==> config.mk <==
export PLATFORM = sky130hd
export DESIGN_NAME = gt_rx_deframer_flat
export DESIGN_NICKNAME = d
export VERILOG_FILES = /design/src/rtl/gt_rx_deframer_if.sv /design/src/rtl/gt_rx_deframer.sv /design/src/flat_wrapper.sv
export SDC_FILE = /design/constraint.sdc
export NUM_CORES = 1
export LEC_CHECK = 0
export ABC_AREA = 0
export CAP_MARGIN = 20
export CORE_ASPECT_RATIO = 2
export CORE_UTILIZATION = 34
export DETAILED_ROUTE_END_ITERATION = 7
export GPL_TIMING_DRIVEN = 0
export MAX_ROUTING_LAYER = met4
export SLEW_MARGIN = 20
export SYNTH_ARGS = -nofsm -noshare
export SYNTH_HDL_FRONTEND = slang
export SYNTH_SLANG_ARGS = --single-unit
export TNS_END_PERCENT = 100
==> constraint.sdc <==
create_clock -name clk_i -period 3.4 [get_ports clk_i]
set_input_delay 0.34 -clock clk_i [delete_from_list [all_inputs] [get_ports clk_i]]
set_output_delay 0.34 -clock clk_i [all_outputs]
set_load 0.02 [all_outputs]
==> src/rtl/gt_rx_deframer_if.sv <==
// Word-stream bundle around gt_rx_deframer: decoded GT receive bytes in, framed payload out.
// master = deframer side, slave = GT/user-logic side.
interface gt_rx_deframer_if;
    logic [15:0] rx_data_i;
    logic [1:0]  rx_charisk_i;
    logic [1:0]  rx_codeerr_i;
    logic [15:0] m_data_o;
    logic        m_valid_o;
    logic        m_sof_o;
    logic        m_eof_o;
    logic        m_err_o;

    modport master (
        input  rx_data_i, rx_charisk_i, rx_codeerr_i,
        output m_data_o, m_valid_o, m_sof_o, m_eof_o, m_err_o
    );
    modport slave (
        output rx_data_i, rx_charisk_i, rx_codeerr_i,
        input  m_data_o, m_valid_o, m_sof_o, m_eof_o, m_err_o
    );
endinterface

==> src/rtl/gt_rx_deframer.sv <==
// GTX receive deframer: K28.5 byte alignment, lock tracking, idle stripping, SOF/EOF framing.
// Define DEFRAMER_STATS_EN to build the frame/error counters; otherwise they read 0.
module gt_rx_deframer #(
    parameter int LOCK_CNT = 4,
    parameter int LOSS_CNT = 8
) (
    input  logic             clk_i,
    input  logic             rst_n_i,
    input  logic             rx_resetdone_i,
    gt_rx_deframer_if.master bus,
    output logic             link_up_o,
    output logic             align_o,
    output logic [15:0]      frame_cnt_o,
    output logic [15:0]      err_cnt_o
);
    localparam logic [7:0] LOCK_C = 8'(LOCK_CNT);
    localparam logic [7:0] LOSS_C = 8'(LOSS_CNT);

    typedef enum logic [1:0] {CLS_DATA, CLS_IDLE, CLS_SOF, CLS_EOF} cls_e;
    typedef enum logic [1:0] {ST_HUNT, ST_VERIFY, ST_LOCKED} state_e;

    typedef struct packed {
        logic [15:0] word;
        cls_e        cls;
        logic        err;
        logic        comma;
    } cword_t;

    // Control words must carry their fixed hi byte; anything else with a K flag is a code error.
    function automatic cword_t classify(input logic [15:0] w, input logic [1:0] k,
                                        input logic [1:0] ce);
        cword_t c;
        c.word  = w;
        c.cls   = CLS_DATA;
        c.err   = (|ce) | k[1];
        c.comma = k[0] && (w[7:0] == 8'hBC);
        if (k[0]) begin
            case (w[7:0])
                8'hBC: begin
                    c.cls = CLS_IDLE;
                    if (w[15:8] != 8'h50) c.err = 1'b1;
                end
                8'hFB: begin
                    c.cls = CLS_SOF;
                    if (w[15:8] != 8'h00) c.err = 1'b1;
                end
                8'hFD: begin
                    c.cls = CLS_EOF;
                    if (w[15:8] != 8'h00) c.err = 1'b1;
                end
                default: c.err = 1'b1;
            endcase
        end
        return c;
    endfunction

    // Input register plus the byte-1 half of the previous word for offset-1 alignment.
    logic [15:0] in_data_q;
    logic [1:0]  in_k_q, in_ce_q;
    logic [7:0]  prev_hi_q;
    logic        prev_khi_q, prev_cehi_q;

    always_ff @(posedge clk_i or negedge rst_n_i) begin
        if (!rst_n_i) begin
            in_data_q   <= '0;
            in_k_q      <= '0;
            in_ce_q     <= '0;
            prev_hi_q   <= '0;
            prev_khi_q  <= 1'b0;
            prev_cehi_q <= 1'b0;
        end else begin
            prev_hi_q   <= in_data_q[15:8];
            prev_khi_q  <= in_k_q[1];
            prev_cehi_q <= in_ce_q[1];
            in_data_q   <= bus.rx_data_i;
            in_k_q      <= bus.rx_charisk_i;
            in_ce_q     <= bus.rx_codeerr_i;
        end
    end

    // Both offsets are classified every cycle so an alignment change never mis-decodes a word.
    cword_t c0_q, c1_q;

    always_ff @(posedge clk_i or negedge rst_n_i) begin
        if (!rst_n_i) begin
            c0_q <= '0;
            c1_q <= '0;
        end else begin
            c0_q <= classify(in_data_q, in_k_q, in_ce_q);
            c1_q <= classify({in_data_q[7:0], prev_hi_q}, {in_k_q[0], prev_khi_q},
                             {in_ce_q[0], prev_cehi_q});
        end
    end

    state_e      state_q, state_n;
    logic [7:0]  cnt_q, cnt_n;
    logic        align_q, align_n;
    logic [15:0] sel_word;
    cls_e        sel_cls;
    logic        sel_err, oth_comma, bad;
    logic        is_idle, is_sof, is_eof, is_data;

    always_comb begin
        sel_word  = align_q ? c1_q.word  : c0_q.word;
        sel_cls   = align_q ? c1_q.cls   : c0_q.cls;
        sel_err   = align_q ? c1_q.err   : c0_q.err;
        oth_comma = align_q ? c0_q.comma : c1_q.comma;
        bad       = sel_err | oth_comma;
        is_idle   = !bad && (sel_cls == CLS_IDLE);
        is_sof    = !bad && (sel_cls == CLS_SOF);
        is_eof    = !bad && (sel_cls == CLS_EOF);
        is_data   = !bad && (sel_cls == CLS_DATA);
    end

    // cnt counts commas in VERIFY and consecutive errored words in LOCKED.
    always_comb begin
        state_n = state_q;
        cnt_n   = cnt_q;
        align_n = align_q;
        case (state_q)
            ST_HUNT: begin
                if (c0_q.comma || c1_q.comma) begin
                    align_n = !c0_q.comma;
                    cnt_n   = 8'd1;
                    state_n = ST_VERIFY;
                end
            end
            ST_VERIFY: begin
                if (bad) begin
                    state_n = ST_HUNT;
                end else if (is_idle) begin
                    cnt_n = cnt_q + 8'd1;
                    if (cnt_n == LOCK_C) begin
                        state_n = ST_LOCKED;
                        cnt_n   = 8'd0;
                    end
                end
            end
            ST_LOCKED: begin
                if (bad) begin
                    cnt_n = cnt_q + 8'd1;
                    if (cnt_n == LOSS_C) state_n = ST_HUNT;
                end else if (is_idle) begin
                    cnt_n = 8'd0;
                end
            end
            default: state_n = ST_HUNT;
        endcase
        if (!rx_resetdone_i) state_n = ST_HUNT;
    end

    always_ff @(posedge clk_i or negedge rst_n_i) begin
        if (!rst_n_i) begin
            state_q <= ST_HUNT;
            cnt_q   <= '0;
            align_q <= 1'b0;
        end else begin
            state_q <= state_n;
            cnt_q   <= cnt_n;
            align_q <= align_n;
        end
    end

    // One-deep hold lets the following EOF/abort tag the last data word of a frame.
    logic        in_frame_q, in_frame_n;
    logic        hold_vld_q, hold_vld_n;
    logic        hold_sof_q, hold_sof_n;
    logic [15:0] hold_word_q;
    logic        hold_load, abort, frame_done, data_fwd, emit, leave;

    always_comb begin
        in_frame_n = in_frame_q;
        hold_vld_n = hold_vld_q;
        hold_sof_n = hold_sof_q;
        hold_load  = 1'b0;
        abort      = 1'b0;
        frame_done = 1'b0;
        data_fwd   = 1'b0;
        leave      = (state_q == ST_LOCKED) && (state_n != ST_LOCKED);
        if (state_q == ST_LOCKED) begin
            if (leave || bad || is_idle) begin
                abort      = in_frame_q;
                in_frame_n = 1'b0;
                hold_vld_n = 1'b0;
            end else if (is_sof) begin
                abort      = in_frame_q;
                in_frame_n = 1'b1;
                hold_vld_n = 1'b0;
            end else if (is_eof) begin
                frame_done = in_frame_q && hold_vld_q;
                in_frame_n = 1'b0;
                hold_vld_n = 1'b0;
            end else if (is_data && in_frame_q) begin
                data_fwd   = 1'b1;
                hold_load  = 1'b1;
                hold_vld_n = 1'b1;
                hold_sof_n = !hold_vld_q;
            end
        end else begin
            in_frame_n = 1'b0;
            hold_vld_n = 1'b0;
        end
        emit = hold_vld_q && (abort || frame_done || data_fwd);
    end

    logic [15:0] m_data_q;
    logic        m_valid_q, m_sof_q, m_eof_q, m_err_q;

    always_ff @(posedge clk_i or negedge rst_n_i) begin
        if (!rst_n_i) begin
            in_frame_q  <= 1'b0;
            hold_vld_q  <= 1'b0;
            hold_sof_q  <= 1'b0;
            hold_word_q <= '0;
            m_data_q    <= '0;
            m_valid_q   <= 1'b0;
            m_sof_q     <= 1'b0;
            m_eof_q     <= 1'b0;
            m_err_q     <= 1'b0;
        end else begin
            in_frame_q <= in_frame_n;
            hold_vld_q <= hold_vld_n;
            hold_sof_q <= hold_sof_n;
            if (hold_load) hold_word_q <= sel_word;
            if (emit) m_data_q <= hold_word_q;
            m_valid_q <= emit;
            m_sof_q   <= emit & hold_sof_q;
            m_eof_q   <= emit & (abort | frame_done);
            m_err_q   <= emit & abort;
        end
    end

    assign bus.m_data_o  = m_data_q;
    assign bus.m_valid_o = m_valid_q;
    assign bus.m_sof_o   = m_sof_q;
    assign bus.m_eof_o   = m_eof_q;
    assign bus.m_err_o   = m_err_q;
    assign link_up_o     = (state_q == ST_LOCKED);
    assign align_o       = align_q;

`ifdef DEFRAMER_STATS_EN
    // One error event per word: an errored word and the abort it causes count once.
    logic        err_inc;
    logic [15:0] frame_cnt_q, err_cnt_q;

    assign err_inc = abort | ((state_q != ST_HUNT) & bad);

    always_ff @(posedge clk_i or negedge rst_n_i) begin
        if (!rst_n_i) begin
            frame_cnt_q <= '0;
            err_cnt_q   <= '0;
        end else begin
            if (frame_done) frame_cnt_q <= frame_cnt_q + 16'd1;
            if (err_inc && err_cnt_q != 16'hFFFF) err_cnt_q <= err_cnt_q + 16'd1;
        end
    end

    assign frame_cnt_o = frame_cnt_q;
    assign err_cnt_o   = err_cnt_q;
`else
    assign frame_cnt_o = '0;
    assign err_cnt_o   = '0;
`endif
endmodule

==> src/flat_wrapper.sv <==
// flat-port wrapper written by rule: the top's interface ports become plain ports
module gt_rx_deframer_flat 
#(
    parameter int LOCK_CNT = 4,
    parameter int LOSS_CNT = 8
)
  (clk_i, rst_n_i, rx_resetdone_i, link_up_o, align_o, frame_cnt_o, err_cnt_o, bus_rx_data_i, bus_rx_charisk_i, bus_rx_codeerr_i, bus_m_data_o, bus_m_valid_o, bus_m_sof_o, bus_m_eof_o, bus_m_err_o);
  gt_rx_deframer_if bus_i ();
  input  logic clk_i;
  input  logic rst_n_i;
  input  logic rx_resetdone_i;
  output logic link_up_o;
  output logic align_o;
  output logic [15:0] frame_cnt_o;
  output logic [15:0] err_cnt_o;
  input wire logic [$bits(bus_i.rx_data_i)-1:0] bus_rx_data_i;
  input wire logic [$bits(bus_i.rx_charisk_i)-1:0] bus_rx_charisk_i;
  input wire logic [$bits(bus_i.rx_codeerr_i)-1:0] bus_rx_codeerr_i;
  output wire logic [$bits(bus_i.m_data_o)-1:0] bus_m_data_o;
  output wire logic [$bits(bus_i.m_valid_o)-1:0] bus_m_valid_o;
  output wire logic [$bits(bus_i.m_sof_o)-1:0] bus_m_sof_o;
  output wire logic [$bits(bus_i.m_eof_o)-1:0] bus_m_eof_o;
  output wire logic [$bits(bus_i.m_err_o)-1:0] bus_m_err_o;
  assign bus_i.rx_data_i = bus_rx_data_i;
  assign bus_i.rx_charisk_i = bus_rx_charisk_i;
  assign bus_i.rx_codeerr_i = bus_rx_codeerr_i;
  assign bus_m_data_o = bus_i.m_data_o;
  assign bus_m_valid_o = bus_i.m_valid_o;
  assign bus_m_sof_o = bus_i.m_sof_o;
  assign bus_m_eof_o = bus_i.m_eof_o;
  assign bus_m_err_o = bus_i.m_err_o;
  gt_rx_deframer #(.LOCK_CNT(LOCK_CNT), .LOSS_CNT(LOSS_CNT)) u_core (.clk_i(clk_i), .rst_n_i(rst_n_i), .rx_resetdone_i(rx_resetdone_i), .bus(bus_i), .link_up_o(link_up_o), .align_o(align_o), .frame_cnt_o(frame_cnt_o), .err_cnt_o(err_cnt_o));
endmodule
-- After elaboration in Yosys (flattened, before gate mapping)
Cells that the tools add are included.
W data, S select, Z words.
- equal/unequal tests: 22
- reduce and logical (&&, ||, !) cells: 30
- muxes and demuxes: 50
- $add $sub $neg: 1
- bitwise logic cells: 10
- operators with widths (kind ; number):
    $eq A8 B8 Y1 const B ; 6
    $mux W8 ; 6
    $mux W1 ; 27
    $pmux W8 S3 ; 1
    $pmux W2 S3 ; 3
    $mux W16 ; 1
    $mux W2 ; 8
    $ne A8 B7 Y1 const B ; 2
    $reduce_bool A8 Y1 ; 2
    $logic_and A1 B1 Y1 ; 10
    $reduce_and A5 Y1 ; 2
    $add A8 B1 Y8 const B ; 1
    $eq A8 B3 Y1 const B ; 1
    $eq A8 B4 Y1 const B ; 1
    $reduce_or A2 Y1 ; 4
    $eq A2 B2 Y1 const B ; 3
    $mux W3 ; 2
    $logic_or A1 B1 Y1 ; 5
    $ne A5 B1 Y1 const B ; 1
    $eq A2 B1 Y1 const B ; 2
    $logic_not A2 Y1 ; 2
    $ne A2 B1 Y1 const B ; 2
    $ne A2 B2 Y1 const B ; 2
    $ne A4 B1 Y1 const B ; 1
    8 further kinds ; 18
- input bits: 23
- output and inout bits: 54
- register bits: 120

-- Depth between registers and ports, before layout
Gate-level depths: netlist (run 1).
- depth after elaboration: 18
- mapped depth: 9
- mapped depth without buffers: 8

-- Worst setup path after synthesis (run 1)
Ideal clock, no wire load.
- path type: reg-to-reg
- from: register u_core.cnt_q[0]
- to: register u_core.hold_word_q[10]
- buffers on the path: 1
- slack: 0.593 ns
- clock period less this slack: 2.807 ns
- stages on the path, launching flop included: 10
- library setup time: 0.125 ns
- required time: 3.275 ns
- arrival time: 2.681 ns
- cell sequence: dfrtp_1 > ha_1 > or3b_2 > o31ai_2 > o221ai_2 > o21a_1 > o31a_1 > nor3_4 > buf_12 > mux2_4
- longest elaborated chain between the ends: 13
- elaborated cells on any way between the ends: 16
- classes of those cells: add/sub (1); eq/ne (3); mux (9); reduce/logical (3)
- RTL lines (element ; line ; source):
    from (decl) ; gt_rx_deframer.sv:96 ; logic [7:0] cnt_q, cnt_n;
    from (signal assigned) ; gt_rx_deframer.sv:159 ; cnt_q <= cnt_n;
    $add A8 B1 Y8 (*) ; gt_rx_deframer.sv:132, gt_rx_deframer.sv:141 ;
    $eq A8 B3 Y1 ; gt_rx_deframer.sv:133 ; if (cnt_n == LOCK_C) begin
    $mux W2 ; gt_rx_deframer.sv:133 ;
    $mux W2 ; gt_rx_deframer.sv:131 ; end else if (is_idle) begin
    $mux W2 ; gt_rx_deframer.sv:129 ; if (bad) begin
    $pmux W2 S3 (*) ; gt_rx_deframer.sv:120 ; case (state_q)
    $mux W2 (*) ; gt_rx_deframer.sv:149 ; if (!rx_resetdone_i) state_n = ST_HUNT;
    net u_core.state_n[0] ; gt_rx_deframer.sv:95 ; state_e state_q, state_n;
    $ne A2 B2 Y1 (*) ; gt_rx_deframer.sv:179 ; leave = (state_q == ST_LOCKED) && (state_n != ST_LOCKED);
    $logic_and A1 B1 Y1 (*) ; gt_rx_deframer.sv:179 ;
    $logic_or A1 B1 Y1 (*) (2 in a row) ; gt_rx_deframer.sv:181 ; if (leave || bad || is_idle) begin
    $mux W1 (*) ; gt_rx_deframer.sv:181 ;
    $mux W1 (*) ; gt_rx_deframer.sv:180 ; if (state_q == ST_LOCKED) begin
    to (signal assigned) ; gt_rx_deframer.sv:224 ; if (hold_load) hold_word_q <= sel_word;
    to (decl) ; gt_rx_deframer.sv:168 ; logic [15:0] hold_word_q;
The timed path passes the listed nets; every way through them passes the cells marked *.
A chain may end at the register's enable or synchronous reset.

-- Final worst setup path (run 1)
- from: register u_core.cnt_q[0]
- to: register u_core.hold_word_q[3]
- longest elaborated chain between the ends: 13
- elaborated cells on any way between the ends: 16
- classes of those cells: add/sub (1); eq/ne (3); mux (9); reduce/logical (3)
- RTL lines (element ; line):
    $add A8 B1 Y8 (*) ; gt_rx_deframer.sv:132, gt_rx_deframer.sv:141
    $eq A8 B3 Y1 ; gt_rx_deframer.sv:133
    $mux W2 ; gt_rx_deframer.sv:133
    $mux W2 ; gt_rx_deframer.sv:131
    $mux W2 ; gt_rx_deframer.sv:129
    $pmux W2 S3 (*) ; gt_rx_deframer.sv:120
    $mux W2 (*) ; gt_rx_deframer.sv:149
    $ne A2 B2 Y1 (*) ; gt_rx_deframer.sv:179
    $logic_and A1 B1 Y1 (*) ; gt_rx_deframer.sv:179
    $logic_or A1 B1 Y1 (*) (2 in a row) ; gt_rx_deframer.sv:181
    $mux W1 (*) ; gt_rx_deframer.sv:181
    $mux W1 (*) ; gt_rx_deframer.sv:180
Every way passes the cells marked *; elsewhere a longest branch is shown, timed or not.

==> flow_metrics.py, run 1 <==
metrics = {
    "critical_path": {
        "cp_max_fo": 9,
        "cp.required_ns": 3.63,
        "path_cells": "ha_1, or3b_2, o31ai_2, o221ai_2, nor4_1, o221ai_1, nor3_4, buf_4, mux2_2",
        "path_delay_family": "simple AND/OR/NAND/NOR gates",
        "crit_buf_inv": 1,
        "setup.worst_path.class": "flop to flop",
        "cp-end-kind": "flop",
        "crit_path_max_incr_delay_ns": 0.51,
        "worstPathArrival_ns": 3.33,
        "slowest_stage": "dfrtp_1",
        "rrSetupSlack_ns": 0.30,
        "start_kind": "flop",
    },
    "floorplan": {
        "initial_core_util_pct": 35.18,
        "die_area_sq_um": 13630,
        "core_sq_um": 12700,
        "ioPinCount": 77,
        "die_w_um": 83.06,
        "die_h_um": 164.1,
        "row_count": 58,
    },
    "global_routing": {
        "antenna_found_initial": 0,
        "grt_pass1_wl_mm": 14.50,
        "grt.total_usage_pct": 14.32,
        "grt_max_degree": 56,
        "grt_pass1_vias": 2952,
        "grt-ovfl-total": 0,
    },
    "clock_tree": {
        "cts_num_sinks": 104,
        "cts_tree": "done",
        "clock_latency_ns": 0.34,
        "numCtsBuffers": 9,
        "h-tree-depth": 3,
        "path_clk_slew_ns": 0.07,
        "cts_root_buffer": "clkbuf_16",
        "clk_path_buf_depth": 2,
        "post_cts_resized": 0,
    },
    "sta": {
        "timing.final.crit_period_ns": 3.099,
        "worst_pin_slew_ns": 0.8446,
        "setup_viol": 0,
        "report.final.hold_viol_count": 0,
        "fin_skew_ns": 0.008349,
        "tns_ns": 0,
        "fin_crit_sh_pct": 91.15,
        "setup_slack_ns": 0.3008,
        "rsz0062_at_grt": "no",
        "max_clock_freq_mhz": 322.7,
        "slew_violations": 0,
        "slew_headroom_pct": 43.10,
    },
    "power": {
        "p_total_mw": 2.509,
        "p_leak_nw": 2.543,
        "powerDensity_nw_per_um2": 451.2,
        "vdd_drop_max_mv": 0.2758,
    },
    "cells_and_area": {
        "layout-drive-gt1-share_pct": 26.53,
        "antenna_cells": 0,
        "area_growth_pct": 24.45,
        "final_nets": 465,
        "layout_commonest_cell": "dfrtp_1",
        "finalInstanceArea_sq_um": 5560,
        "final_cell_mix": "dfrtp_1, clkdlybuf4s50_1, mux2_2, buf_4, conb_1",
        "final_core_util_pct": 43.78,
    },
    "drt": {
        "totalWireLength_mm": 8.722,
        "first_pass_iters": 5,
        "dr_wl_met3_um": 349,
        "wire_per_inst_um": 14.76,
        "wl_met1_mm": 2.990,
        "avgViaCountPerCell": 4.743,
        "top_layer": "met4",
        "via_count": 2803,
        "ant_nets": 0,
        "drc": 0,
        "routed-wl-met2_mm": 4.867,
        "drt_iter0_drc": 111,
    },
    "yosys": {
        "synth_top_area_share_pct": 58.25,
        "synth_area_leaders": "dfrtp_1, mux2_2, buf_4",
        "avgSynthCellArea_sq_um": 12.88,
        "ys_warn_count": 0,
        "yosysSeqAreaShare_pct": 58.25,
        "synth_area_sq_um": 4468,
        "synth_edf_count": 0,
        "synth-seq-cells": 104,
        "synth_cell_types": 53,
        "synth.largest_area_cell": "dfrtp_1",
        "synthCells": 347,
        "async_flop_share_pct": 100.0,
        "synthFlopType": "dfrtp_1",
    },
    "place": {
        "dp_slack_ns": 0.04729,
        "routabilityCongestion": 0.8681,
        "io_buffers": 44,
        "postPlaceCellArea_sq_um": 5241,
        "dpl.hpwl_mm": 6.671,
    },
    "flow_run": {
        "maxCapViolations": 0,
    },
    "hold_path": {
        "hp-class": "flop to flop",
    },
    "run_status": {
        "outcome": "complete, no violations",
    },
}
==> state kept, by name (all words and copies together) (netlist names), 2 cells and up <==
register / count
u_core.bus.m_data_o: 16
u_core.hold_word_q: 16
u_core.in_data_q: 16
u_core.c0_q: 13
u_core.c1_q: 12
u_core.cnt_q: 8
u_core.prev_hi_q: 7
u_core.in_ce_q: 2
u_core.in_k_q: 2
u_core.state_q: 2
==> logic make-up (layout without fill, tap and decap cells) <==
group	Yosys count	count (layout)	synth area share [%]
other cells	1	32	0.08393
buf+inv	53	116	7.673
xor+xnor	6	6	1.176
mux	52	52	13.81
simple gates	80	80	9.969
fa+ha+maj	6	6	1.680
flops	104	104	58.25
compound gates	45	45	7.365
==> repair_timing <==
action | 4_1_cts | 5_1_grt
buffers inserted | 0 | 1
hold buffers | 1 | 0
setup endpoints to repair | 0 | 9
endpoints found under the hold margin | 49 | 0
==> per-layer routing <==
layer / GRT usage [%] / up-vias
met3: 2.563 / 22
li1: - / 1328
met1: 13.47 / 1367
met4: 11.44 / 0
met5: - / -
met2: 25.37 / 86
==> power by group <==
part           total (mW)  switching [mW]  internal (mW)
logic               0.173          0.0917         0.0818
clock network        1.04           0.461          0.577
registers            1.30          0.0282           1.27
total                2.51           0.581           1.93
==> synth_stat cells (2+ instances only) <==
cell        n
dfrtp_1   104
mux2_2     41
buf_4      33
nor2_1     24
o21ai_0    14
inv_1      11
a21oi_1    10
mux2_4      9
nand2_1     7
nand3_1     7
nor3_1      7
ha_1        6
nor3b_1     6
clkbuf_1    4
nand4_1     4
o31ai_1     4
xnor2_1     4
nor2b_1     3
nor4_1      3
or2_2       3
or4_1       3
a21boi_0    2
and2_1      2
and3b_1     2
buf_2       2
mux2i_1     2
o41ai_1     2
or3_1       2
xor2_1      2
==> final timing paths <==
path                                                 from                                 end  depth (start not counted)
setup / recovery              u_core.cnt_q[0]$_DFFE_PN0P_   u_core.hold_word_q[3]$_DFFE_PN0P_                          9
hold / removal             u_core.in_data_q[10]$_DFF_PN0_       u_core.prev_hi_q[2]$_DFF_PN0_                          0
setup reg to reg              u_core.cnt_q[0]$_DFFE_PN0P_   u_core.hold_word_q[3]$_DFFE_PN0P_                          9
hold reg to reg            u_core.in_data_q[10]$_DFF_PN0_       u_core.prev_hi_q[2]$_DFF_PN0_                          0
max in group asynchronous                         rst_n_i  u_core.bus.m_data_o[4]$_DFFE_PN0P_                          3
min in group asynchronous                         rst_n_i        u_core.bus.m_eof_o$_DFF_PN0_                          2
==> final cells by class <==
class,count,area (sq um)
Fill cell,1146,7139
Tap cell,150,187.7
Inverter,11,41.29
Clock buffer,9,225.2
Clock inverter,7,76.32
Timing Repair Buffer,47,486.7
Buffer,42,301.5
Sequential cell,104,2603
Multi-Input combinational cell,221,1639
==> worst reg2reg max path, delay by kind of cell (launching register included) <==
family	cells	cell delay [ns]
AO/OA/AOI/OAI	3	0.55
multiplexers	1	0.34
buffers and inverters	1	0.22
AND/OR/NAND/NOR	3	1.03
adder cells (fa/ha/maj)	1	0.35
flip-flops	1	0.51
==> through the flow <==
| step | cells | hold slack, ns |
|---|---|---|
| after floorplan | 378 | 0.04441 |
| after global placement | 572 | 0.3530 |
| after detailed placement | 573 | 0.3132 |
| after CTS | 590 | 0.3703 |
| after global routing | 591 | 0.3735 |
| final | 591 | 0.3671 |
No activity file was read; power rests on OpenSTA's default activity.
==> run 2: changes to the inputs <==
--- a/config.mk
+++ b/config.mk
@@ -8,6 +8,7 @@
 export ABC_AREA = 0
 export CAP_MARGIN = 20
 export CORE_ASPECT_RATIO = 2
+export CORE_MARGIN = 10
 export CORE_UTILIZATION = 34
 export DETAILED_ROUTE_END_ITERATION = 7
 export GPL_TIMING_DRIVEN = 0
==> run 2 against run 1 <==
  * Worst setup slack gained 0.018 ns
  * Non-clock buffer count did not move
  * Largest power group unchanged
  * Clock power decreased by 9%
  * Sequential share of layout area up 0.16 points
  * Global-route usage down 3.5 points
  * Maximum frequency grew 0.59%
  * Hold slack gained 0.0014 ns
  * Combinational power is essentially flat
  * Highest routed layer unchanged
  * Critical path depth stayed put
  * Sequential power about the same
  * Utilization shrank 0.89 points
==> flow_metrics.py, run 2 (same netlist as run 1, synthesis figures left out) <==
metrics = {
    "run_status": {
        "outcome": "complete, no violations",
    },
    "critical_path": {
        "cp-end-kind": "flop",
        "cp_max_fo": 10,
        "cp.required_ns": 3.63,
        "crit_start": "u_core.cnt_q[0]$_DFFE_PN0P_",
        "rrSetupSlack_ns": 0.32,
        "reg2reg_from": "u_core.cnt_q[0]$_DFFE_PN0P_",
        "crit_end": "u_core.hold_word_q[10]$_DFFE_PN0P_",
        "worstPathArrival_ns": 3.31,
        "r2r-end": "u_core.hold_word_q[10]$_DFFE_PN0P_",
        "setup.worst_path.class": "flop to flop",
        "r2r_cells": 9,
        "start_kind": "flop",
    },
    "global_routing": {
        "grt-ovfl-total": 0,
        "grt.total_usage_pct": 10.85,
        "grt_pass1_wl_mm": 15.31,
        "antenna_found_initial": 0,
        "grt_pass1_vias": 3068,
        "grt_max_degree": 65,
    },
    "cells_and_area": {
        "final_cell_mix": "dfrtp_1, clkdlybuf4s50_1, mux2_2, buf_4, conb_1",
        "finalInstanceArea_sq_um": 5542,
        "layout-drive-gt1-share_pct": 25.85,
        "area_growth_pct": 24.03,
        "antenna_cells": 0,
        "final_nets": 465,
        "layout_commonest_cell": "dfrtp_1",
    },
    "sta": {
        "setup_slack_ns": 0.3191,
        "setup_viol": 0,
        "slew_headroom_pct": 45.16,
        "max_clock_freq_mhz": 324.6,
        "timing.final.crit_period_ns": 3.081,
        "fin_skew_ns": 0.009459,
        "report.final.hold_viol_count": 0,
        "fin_crit_sh_pct": 90.61,
        "rsz0062_at_grt": "no",
        "worst_pin_slew_ns": 0.8140,
        "slew_violations": 0,
    },
    "power": {
        "p_leak_nw": 2.521,
        "p_total_mw": 2.413,
        "vdd_drop_max_mv": 0.2731,
        "powerDensity_nw_per_um2": 435.4,
    },
    "drt": {
        "drc": 0,
        "totalWireLength_mm": 9.390,
        "avgViaCountPerCell": 4.769,
        "ant_nets": 0,
        "via_count": 2828,
        "drt_iter0_drc": 126,
        "wire_per_inst_um": 15.83,
        "first_pass_iters": 4,
    },
    "clock_tree": {
        "cts_root_buffer": "clkbuf_16",
        "clk_path_buf_depth": 2,
        "cts_tree": "done",
        "post_cts_resized": 0,
        "cts_num_sinks": 104,
        "h-tree-depth": 3,
        "numCtsBuffers": 9,
        "clock_latency_ns": 0.34,
        "path_clk_slew_ns": 0.07,
    },
    "place": {
        "io_buffers": 44,
        "routabilityCongestion": 0.8777,
        "postPlaceCellArea_sq_um": 5244,
        "dpl.hpwl_mm": 7.275,
        "dp_slack_ns": 0.06978,
    },
    "hold_path": {
        "hp-class": "flop to flop",
    },
    "floorplan": {
        "die_h_um": 182.1,
        "die_w_um": 101.1,
        "core_sq_um": 12920,
        "ioPinCount": 77,
        "die_area_sq_um": 18410,
        "row_count": 59,
        "initial_core_util_pct": 34.59,
    },
    "flow_run": {
        "maxCapViolations": 0,
    },
}
-- run 2: changes by cell type in the layout (fill, tap and decap cells not counted), sizes merged --
cell and change:
clkinvlp +1, clkbuf +3, bufinv -1, inv -3
-- run 2: final cells by class --
| type | count | area, sq um |
|---|---|---|
| Clock inverter | 4 | 31.28 |
| Multi-Input combinational cell | 221 | 1639 |
| Buffer | 42 | 301.5 |
| Fill cell | 1180 | 7377 |
| Inverter | 11 | 41.29 |
| Clock buffer | 12 | 236.5 |
| Sequential cell | 104 | 2603 |
| Timing Repair Buffer | 47 | 499.2 |
| Tap cell | 152 | 190.2 |
-- run 2: worst max-delay path, cell delays in order (launching register included) --
cell and delay (ns):
dfrtp_1 0.50, ha_1 0.35, or3b_2 0.48, o31ai_2 0.09, o221ai_2 0.19, o21a_1 0.20
o31a_1 0.31, nor3_4 0.32, buf_12 0.20, mux2_4 0.30
-- run 2: routing by layer --
layer,up-vias,part of all wire [%],track usage (%)
met5,-,0,-
met1,1389,37,10.80
met2,94,55,18.88
met4,0,4.1,6.050
met3,19,3.8,2.270
li1,1326,-,-
-- run 2: timing repair --
action                                  CTS  global route
setup buffers                             0             1
hold endpoints to repair                 40             0
endpoints found under the setup margin    0            17
hold buffers                              1             0
-- run 2: worst min path at each step --
stage                                   startpoint                             to  depth (start not counted)
detailed placement                         rst_n_i    u_core.cnt_q[1]$_DFFE_PN0P_                          1
global placement     u_core.in_data_q[9]$_DFF_PN0_  u_core.prev_hi_q[1]$_DFF_PN0_                          0
floorplan                                  rst_n_i     u_core.align_o$_DFFE_PN0P_                          0
global route         u_core.in_data_q[9]$_DFF_PN0_  u_core.prev_hi_q[1]$_DFF_PN0_                          0
CTS                 u_core.in_data_q[10]$_DFF_PN0_  u_core.prev_hi_q[2]$_DFF_PN0_                          0
finish               u_core.in_data_q[9]$_DFF_PN0_  u_core.prev_hi_q[1]$_DFF_PN0_                          0
-- run 2: per-stage QoR --
step | hold slack, ns | instances | TNS, ns | utilization [%]
floorplan | 0.04441 | 378 | 0 | -
global placement | 0.3487 | 574 | -183.94 | 40.37
detailed placement | 0.2814 | 575 | 0 | 40.59
CTS | 0.3684 | 592 | 0 | 42.74
global route | 0.3731 | 593 | 0 | 42.90
finish | 0.3685 | 593 | 0 | 42.90
-- run 2: power breakdown --
group	switching (mW)	leakage (nW)	internal [mW]
registers	0.0279	1.33	1.27
logic	0.0922	1.07	0.0818
clock network	0.443	0.119	0.499
==> run 3: changes to the inputs <==
--- a/config.mk
+++ b/config.mk
@@ -8,7 +8,7 @@
 export ABC_AREA = 0
 export CAP_MARGIN = 20
 export CORE_ASPECT_RATIO = 2
-export CORE_MARGIN = 10
+export CORE_MARGIN = 2
 export CORE_UTILIZATION = 34
 export DETAILED_ROUTE_END_ITERATION = 7
 export GPL_TIMING_DRIVEN = 0
==> run 3 against run 2 <==
  * Clock skew about the same
  * Register-to-register slack hardly changed
  * Count of clock-buffer cells in the layout did not move
  * Maximum frequency up 0.12%
  * Sequential share of layout area shrank 0.44 points
  * Combinational power is essentially flat
  * Wire length is 6.4% lower
  * Worst setup slack gained 0.0037 ns
  * Critical path type unchanged
  * Largest cell class unchanged
==> flow_metrics.py, run 3 (same netlist as run 1, synthesis figures left out) <==
metrics = {
    "sta": {
        "setup_viol": 0,
        "slew_headroom_pct": 44.88,
        "report.final.hold_viol_count": 0,
        "hold_slack_ns": 0.3671,
        "max_clock_freq_mhz": 325.0,
        "rsz0062_at_grt": "no",
        "fin_skew_ns": 0.009525,
        "slew_violations": 0,
        "timing.final.crit_period_ns": 3.077,
        "worst_pin_slew_ns": 0.8181,
        "fin_crit_sh_pct": 90.51,
    },
    "cells_and_area": {
        "area_growth_pct": 25.20,
        "final_cell_mix": "dfrtp_1, clkdlybuf4s50_1, mux2_2, buf_4, conb_1",
        "register_area_sq_um": 2603,
        "antenna_cells": 0,
        "multiInputGateArea_sq_um": 1639,
        "finalInstanceArea_sq_um": 5594,
        "layout-drive-gt1-share_pct": 26.30,
        "layout_commonest_cell": "dfrtp_1",
        "nFillCells": 1166,
        "final_nets": 465,
    },
    "drt": {
        "avgViaCountPerCell": 4.747,
        "wire_per_inst_um": 14.82,
        "drc": 0,
        "drt_iter0_drc": 99,
        "totalWireLength_mm": 8.787,
        "ant_nets": 0,
        "first_pass_iters": 4,
        "via_count": 2815,
    },
    "floorplan": {
        "die_area_sq_um": 14130,
        "initial_core_util_pct": 34.59,
        "core_sq_um": 12920,
        "die_w_um": 85.06,
        "row_count": 59,
        "ioPinCount": 77,
        "die_h_um": 166.1,
    },
    "clock_tree": {
        "path_clk_slew_ns": 0.07,
        "clock_latency_ns": 0.34,
        "cts_root_buffer": "clkbuf_16",
        "clk_path_buf_depth": 2,
        "post_cts_resized": 0,
        "h-tree-depth": 3,
        "cts_tree": "done",
        "numCtsBuffers": 9,
        "cts_num_sinks": 104,
    },
    "hold_path": {
        "hp-class": "flop to flop",
    },
    "critical_path": {
        "r2r_cells": 9,
        "setup.worst_path.class": "flop to flop",
        "r2r-end": "u_core.hold_word_q[1]$_DFFE_PN0P_",
        "start_kind": "flop",
        "worstPathArrival_ns": 3.30,
        "reg2reg_from": "u_core.cnt_q[1]$_DFFE_PN0P_",
        "cp-end-kind": "flop",
        "crit_start": "u_core.cnt_q[1]$_DFFE_PN0P_",
        "cp_max_fo": 8,
        "cp.required_ns": 3.62,
        "crit_end": "u_core.hold_word_q[1]$_DFFE_PN0P_",
        "rrSetupSlack_ns": 0.32,
    },
    "global_routing": {
        "grt.total_usage_pct": 13.39,
        "grt_pass1_vias": 2985,
        "antenna_found_initial": 0,
        "grt_max_degree": 58,
        "grt_pass1_wl_mm": 14.39,
        "grt-ovfl-total": 0,
    },
    "power": {
        "p_leak_nw": 2.559,
        "powerDensity_nw_per_um2": 464.7,
        "vdd_drop_max_mv": 0.2728,
    },
    "place": {
        "postPlaceCellArea_sq_um": 5244,
        "io_buffers": 44,
        "routabilityCongestion": 0.8928,
        "dpl.hpwl_mm": 6.724,
    },
    "flow_run": {
        "maxCapViolations": 0,
    },
    "run_status": {
        "outcome": "complete, no violations",
    },
}
## run 3: cell count changes in the layout (fill, tap and decap cells not counted)
cell	before	now
buf_4	33	34
bufinv_16	0	2
clkbuf_8	0	2
clkinvlp_4	3	1
buf_12	2	1
clkbuf_1	7	5
## run 3: worst min-delay path by stage
stage,start,to,slack (ns),cells past startpoint
floorplan,rst_n_i,u_core.align_o$_DFFE_PN0P_,0.04,0
global placement,u_core.in_data_q[9]$_DFF_PN0_,u_core.prev_hi_q[1]$_DFF_PN0_,0.35,0
detailed placement,rst_n_i,u_core.cnt_q[1]$_DFFE_PN0P_,0.31,1
CTS,u_core.in_data_q[9]$_DFF_PN0_,u_core.prev_hi_q[1]$_DFF_PN0_,0.37,0
global route,u_core.in_data_q[10]$_DFF_PN0_,u_core.prev_hi_q[2]$_DFF_PN0_,0.38,0
finish,u_core.in_data_q[10]$_DFF_PN0_,u_core.prev_hi_q[2]$_DFF_PN0_,0.37,0
## run 3: cell type report
cell class                 count  area share (%)
sequential                   104           46.52
multi-input combinational    221           29.30
timing repair buffer          47           8.701
buffer                        42           5.390
clock buffer                  12           4.585
tap                          152           3.400
clock inverter                 4           1.364
inverter                      11          0.7381
## run 3: per-layer routing
metal | vias to the layer above | part of all wire [%] | global-route usage (%)
met2 | 103 | 55 | 23.61
met5 | - | 0 | -
met3 | 25 | 4.9 | 3.181
li1 | 1323 | - | -
met4 | 0 | 5.6 | 8.696
met1 | 1364 | 34 | 12.50
## run 3: timing repair
action,in CTS,in global routing
hold endpoints to repair,47,0
buffers inserted,0,1
hold buffers,1,0
endpoints found under the setup margin,0,9
## run 3: through the flow
stage / total power, mW / util, % / setup TNS (ns) / setup WS, ns / std cells
2_1_floorplan: 1.416 / - / 0 / 0.5935 / 378
3_3_place_gp: 1.488 / 40.37 / -184.13 / -1.777 / 574
3_5_place_dp: 1.496 / 40.59 / 0 / 0.1067 / 575
4_1_cts: 2.629 / 43.24 / 0 / 0.08246 / 592
5_1_grt: 2.704 / 43.30 / 0 / 0.2040 / 593
6_report: 2.600 / 43.30 / 0 / 0.3228 / 593
## run 3: worst max-delay path, stage by stage (launching register included)
cell and delay [ns]:
dfrtp_1 0.49, ha_1 0.36, or3b_2 0.48, o31ai_2 0.09, o221ai_2 0.19, o21a_1 0.20, o31a_1 0.31, nor3_4 0.27
buf_4 0.22, mux2_2 0.34
## run 3: power breakdown
group / internal (mW) / switching [mW]
Sequential: 1.27 / 0.0274
Clock: 0.687 / 0.442
Combinational: 0.0820 / 0.0921
Total: 2.04 / 0.561
